==> config.mk <==
export PLATFORM = sky130hd
export DESIGN_NAME = if_id_queue
export DESIGN_NICKNAME = d
export VERILOG_FILES = /design/src/rtl/if_id_pkg.sv /design/src/rtl/if_id_fifo.sv /design/src/rtl/if_id_queue.sv
export SDC_FILE = /design/constraint.sdc
export NUM_CORES = 1
export LEC_CHECK = 0
export ABC_AREA = 1
export CORE_UTILIZATION = 46
export DETAILED_ROUTE_END_ITERATION = 6
export PLACE_DENSITY_LB_ADDON = 0.15
export SLEW_MARGIN = 20
export SYNTH_ARGS = -nofsm -noshare
export SYNTH_HDL_FRONTEND = slang
export SYNTH_HIERARCHICAL = 1
export SYNTH_SLANG_ARGS = --single-unit
==> constraint.sdc <==
create_clock -name clk -period 3.73 [get_ports clk]
set_clock_uncertainty 0.2 [all_clocks]
set_input_delay 0.746 -clock clk [delete_from_list [all_inputs] [get_ports clk]]
set_output_delay 0.746 -clock clk [all_outputs]
set_load 0.01 [all_outputs]
==> src/rtl/if_id_pkg.sv <==
// Shared types and constants for the IF/ID fetch queue.
// The packet layout below matches the default 32-bit datapath.
package if_id_pkg;

    localparam int PKT_XLEN = 32;

    typedef struct packed {
        logic [PKT_XLEN-1:0] pc;
        logic [PKT_XLEN-1:0] instr;
    } fetch_pkt_t;

    typedef enum logic {
        ST_RUN    = 1'b0,
        ST_SQUASH = 1'b1
    } state_t;

    // Low PC bits that must be zero for an instruction-aligned target.
    localparam logic [1:0] ALIGN_MASK = 2'b11;

endpackage

==> src/rtl/if_id_fifo.sv <==
// Small FIFO of fetch packets with a registered head and a synchronous clear.
// The head register holds its last value when the FIFO drains or is cleared.
module if_id_fifo
    import if_id_pkg::*;
#(
    parameter int  DEPTH = 2,
    parameter type T     = fetch_pkt_t,
    localparam int AW    = $clog2(DEPTH),
    localparam int CW    = AW + 1
) (
    input  logic          clk,
    input  logic          reset,
    input  logic          clear,
    input  logic          push,
    input  T              push_data,
    input  logic          pop,
    output T              head,
    output logic [CW-1:0] count
);

    T              mem [DEPTH];
    logic [AW-1:0] wr_ptr;
    logic [AW-1:0] rd_ptr;
    logic [AW-1:0] rd_next;
    logic [CW-1:0] remain;

    always_comb begin
        rd_next = rd_ptr + AW'(pop);
        remain  = count - CW'(pop);
    end

    // Head is refreshed to whatever will sit at the read pointer after this edge,
    // bypassing the storage when a push lands in an otherwise empty FIFO.
    always_ff @(posedge clk or posedge reset) begin
        if (reset) begin
            wr_ptr <= '0;
            rd_ptr <= '0;
            count  <= '0;
            head   <= '0;
        end else if (clear) begin
            count  <= '0;
            rd_ptr <= wr_ptr;
        end else begin
            if (push) begin
                wr_ptr <= wr_ptr + AW'(1);
            end
            rd_ptr <= rd_next;
            count  <= remain + CW'(push);
            if (remain != '0) begin
                head <= mem[rd_next];
            end else if (push) begin
                head <= push_data;
            end
        end
    end

    always_ff @(posedge clk) begin
        if (push && !clear) begin
            mem[wr_ptr] <= push_data;
        end
    end

endmodule

==> src/rtl/if_id_queue.sv <==
// IF/ID receiver: buffers fetched {pc, instr} pairs for decode and drives the fetch redirect.
// Defining IF_ID_PERF_EN adds the perf_redirects/perf_squashed counters.
module if_id_queue
    import if_id_pkg::*;
#(
    parameter int DEPTH    = 2,
    parameter int XLEN     = 32,
    parameter int SQUASH_N = 2
) (
    input  logic            clk,
    input  logic            reset,
    input  logic            in_valid,
    input  logic [XLEN-1:0] in_pc,
    input  logic [XLEN-1:0] in_instr,
    output logic            in_ready,
    output logic            out_valid,
    output logic [XLEN-1:0] out_pc,
    output logic [XLEN-1:0] out_instr,
    input  logic            out_ready,
    input  logic            ex_redirect,
    input  logic [XLEN-1:0] ex_target,
    output logic            branch_taken,
    output logic [XLEN-1:0] branch_pc,
    output logic            misalign
`ifdef IF_ID_PERF_EN
    ,
    output logic [31:0]     perf_redirects,
    output logic [31:0]     perf_squashed
`endif
);

    localparam int            CW      = $clog2(DEPTH) + 1;
    localparam int            SW      = (SQUASH_N > 1) ? $clog2(SQUASH_N) : 1;
    localparam logic [CW-1:0] DEPTH_C = CW'(DEPTH);
    localparam logic [SW-1:0] SQ_LOAD = SW'(SQUASH_N - 1);

    typedef struct packed {
        logic [XLEN-1:0] pc;
        logic [XLEN-1:0] instr;
    } pkt_t;

    state_t        state;
    state_t        state_next;
    logic [SW-1:0] sq_cnt;
    logic [SW-1:0] sq_cnt_next;
    logic [CW-1:0] count;
    logic          dropping;
    logic          push;
    logic          pop;
    pkt_t          push_data;
    pkt_t          head;

    assign in_ready  = count < DEPTH_C;
    assign out_valid = count != '0;
    assign pop       = out_valid && out_ready;

    // The last SQUASH cycle (sq_cnt==0) already accepts the target fetch.
    assign dropping  = (state == ST_SQUASH) && (sq_cnt != '0);
    assign push      = in_valid && in_ready && !dropping && !ex_redirect;
    assign push_data = '{pc: in_pc, instr: in_instr};

    assign out_pc    = head.pc;
    assign out_instr = head.instr;

    if_id_fifo #(
        .DEPTH (DEPTH),
        .T     (pkt_t)
    ) u_fifo (
        .clk       (clk),
        .reset     (reset),
        .clear     (ex_redirect),
        .push      (push),
        .push_data (push_data),
        .pop       (pop),
        .head      (head),
        .count     (count)
    );

    always_comb begin
        state_next  = state;
        sq_cnt_next = sq_cnt;
        if (ex_redirect) begin
            state_next  = ST_SQUASH;
            sq_cnt_next = SQ_LOAD;
        end else if (state == ST_SQUASH) begin
            if (sq_cnt == '0) begin
                state_next = ST_RUN;
            end else begin
                sq_cnt_next = sq_cnt - SW'(1);
            end
        end
    end

    always_ff @(posedge clk or posedge reset) begin
        if (reset) begin
            state        <= ST_RUN;
            sq_cnt       <= '0;
            branch_taken <= 1'b0;
            branch_pc    <= '0;
            misalign     <= 1'b0;
        end else begin
            state        <= state_next;
            sq_cnt       <= sq_cnt_next;
            branch_taken <= ex_redirect;
            if (ex_redirect) begin
                branch_pc <= ex_target & ~{{(XLEN-2){1'b0}}, ALIGN_MASK};
                misalign  <= |(ex_target[1:0] & ALIGN_MASK);
            end
        end
    end

`ifdef IF_ID_PERF_EN
    logic [CW-1:0] flushed;
    logic          beat_dropped;

    // Entries still queued after this edge's pop are lost, as is any fetch beat refused by the squash.
    assign flushed      = ex_redirect ? (count - CW'(pop)) : '0;
    assign beat_dropped = in_valid && in_ready && (ex_redirect || dropping);

    always_ff @(posedge clk or posedge reset) begin
        if (reset) begin
            perf_redirects <= '0;
            perf_squashed  <= '0;
        end else begin
            if (ex_redirect) begin
                perf_redirects <= perf_redirects + 32'd1;
            end
            perf_squashed <= perf_squashed + 32'(flushed) + 32'(beat_dropped);
        end
    end
`endif

endmodule

==> flow_summary.toml <==
[critical_path]
critPathCaptureType = "primary output"
cp.required_ns = 2.78
path_max_fanout = 5
worstSetupPathType = "reg -> out"
cp-start-kind = "flop"
critPathArrivalTime_ns = 1.73

[logic_synthesis]
netlist_top_cells_count = "nand2_1 (294), nand3_1 (193), nor2_1 (134), edfxtp_1 (128), dfrtp_1 (102)"
yosysUniqueCellTypes = 19
yosysMostFrequentCell = "nand2_1"
synth.area.top_cells = "edfxtp_1 (41%), dfrtp_1 (27%), nand2_1 (12%)"
synth_top_area_frac = 0.405
yosysWarnings = 6
ys_ff_latch = 230
yosysTopAreaCell = "edfxtp_1"
synth-seq-area-share = 0.675
ys.flop_type = "edfxtp_1"
async_reset_ff_frac = 0.443
synth_cells = 939
synth_edf_count = 128
netlist_area_sq_um = 9480
avgSynthCellArea_sq_um = 10.1

[grt]
grt_use_met3 = 0.0464
overflow = 0
antenna_found_initial = 1
grt_pass1_vias = 6799
grt_max_degree = 69
grt_use_total = 0.211
grt_util_met2 = 0.335
grt_pass1_wl_mm = 35.8
use_met1 = 0.293
busiest_layer = "met2"

[cells_and_area]
finalNonFillerCells = 1412
area_delta_synth_final_pct = 31.3
fillers = 1669
fin_area_sq_um = 12500
drive_gt1_frac = 0.0561
final_nets = 1226

[sta]
fmax_mhz = 373
relSlewSlack = 0.473
fin_crit_sh = 0.718
setup_viol = 0
tightest_slew_ns = 0.788
drv_slew = 0
whs_ns = 0.253
fin_crit_ns = 2.68
hold_viol = 0
rsz0062_at_grt = "no"

[clocking]
h-tree-depth = 1
clock-sinks = 230
cts_hold_buf = 0
cts_tree = "built"
clk_pin_slew_ns = 0.06
cts_setup_buffers = 0
root_buffer = "clkbuf_16"
cts_made_buffers = 24
insertion_delay_ns = 0.50
cts.path.max_buffers = 3
cts_resized = 0

[job]
drv_cap = 0

[placed_design]
dp.cells = 1367
gp_congestion = 0.753
post-dp-hpwl_mm = 13.2
place_area_sq_um = 11700
port_buffers = 198

[power_and_ir_drop]
power_density_nw_per_um2 = 816
p_sw_mw = 3.85
pwr-share-comb = 0.444
seq_power_share = 0.339
intPower_mw = 6.31
power_frac_clock = 0.217
switching_share = 0.379
p_leak_nw = 5.26
max-vdd-ir-drop_mv = 0.635

[floorplan]
fp.dieH_microns = 146
die_w_microns = 146
rows = 52
core_sq_um = 20200
dieArea_sq_um = 21200
ios = 201
initial_utilization = 0.468

[route]
drc = 0
dr.first_iter.drc_count = 517
drt_first_pass_iters = 4
routed_wl_mm = 22.1
vias_per_cell = 4.99
antenna_left = 0
wire_per_inst_microns = 15.7
via_count = 7044

[outcome]
status = "completed"

[hold_path]
min_path_type = "reg -> reg"
==> worst max-delay path: stages, from the launching register on <==
cell,delay [ns]
dfrtp_1,0.42
or2_2,0.31
clkdlybuf4s50_1,0.51
==> per-stage QoR <==
step	setup slack [ns]	power [mW]	setup TNS, ns	utilization
2_1_floorplan	-0.762	6.37	-97.49	-
3_3_place_gp	0.735	7.96	0	0.579
3_5_place_dp	0.701	8.01	0	0.579
4_1_cts	1.02	10.3	0	0.615
5_1_grt	0.990	10.9	0	0.615
6_report	1.05	10.2	0	0.615
==> power by group through the flow <==
stage | logic (mW) | registers, mW | clock network [mW]
finish | 4.51 | 3.44 | 2.20
global route | 5.04 | 3.51 | 2.37
CTS | 4.55 | 3.45 | 2.26
detailed placement | 4.53 | 3.48 | 0
global placement | 4.47 | 3.49 | 0
floorplan | 2.74 | 3.62 | 0
==> logic make-up after synthesis <==
kind of cell               share of synthesized area
AOI/OAI and AO/OA                            0.00238
xor gates and xnor gates                     0.00185
adders and majority gates                    0.00264
buffers and inverters                         0.0438
DFF                                            0.675
other                                       0.000396
and+or+nand+nor                                0.274
==> path summary, 6_finish.rpt <==
| check | from | to | slack, ns | cells after the start |
|---|---|---|---|---|
| setup reg to reg | u_fifo/count[1]$_DFF_PP0_ | u_fifo/head[52]$_DFFE_PP0P_ | 1.32 | 8 |
| hold / removal | state$_DFF_PP0_ | sq_cnt$_DFFE_PP0P_ | 0.25 | 1 |
| min in group asynchronous | reset | branch_pc[11]$_DFFE_PP0P_ | 0.39 | 2 |
| hold reg to reg | state$_DFF_PP0_ | sq_cnt$_DFFE_PP0P_ | 0.25 | 1 |
| max in group asynchronous | reset | branch_pc[31]$_DFFE_PP0P_ | 2.27 | 3 |
| setup / recovery | u_fifo/count[1]$_DFF_PP0_ | out_valid | 1.05 | 2 |
==> layout by cell type (no fill, tap or decap), drive strengths merged <==
cell type	n
buf	21
clkbuf	40
clkdlybuf4s50	198
clkinv	5
conb	2
dfrtp	102
diode	1
edfxtp	128
ha	2
inv	12
nand2	296
nand3	193
nand3b	1
nor2	134
o21a	1
o21ai	3
or2	1
xor2	2
==> flip-flops by register name, indices dropped and copies added (netlist names) <==
signal and cells:
u_fifo/mem 128, u_fifo/head 64, branch_pc 30, u_fifo/count 2, branch_taken 1, misalign 1
sq_cnt 1, state 1, u_fifo/rd_ptr 1, u_fifo/wr_ptr 1
==> cell type report <==
| class | count | area [sq um] | share of cell area |
|---|---|---|---|
| sequential | 230 | 6400 | 0.514 |
| multi-input combinational | 635 | 2710 | 0.217 |
| timing repair buffer | 219 | 2230 | 0.179 |
| clock buffer | 40 | 712 | 0.0572 |
| tap | 270 | 338 | 0.0271 |
| inverter | 13 | 50.0 | 0.00402 |
| clock inverter | 4 | 18.8 | 0.00151 |
| antenna | 1 | 2.50 | 0.000201 |
==> per-layer routing <==
metal  up-vias  wire length, microns
met5         -                     0
met4         0                   504
met3        30                  1590
met2       218                 10300
met1      3321                  9730
li1       3475                     -
Power figures use the tool's default switching activity.
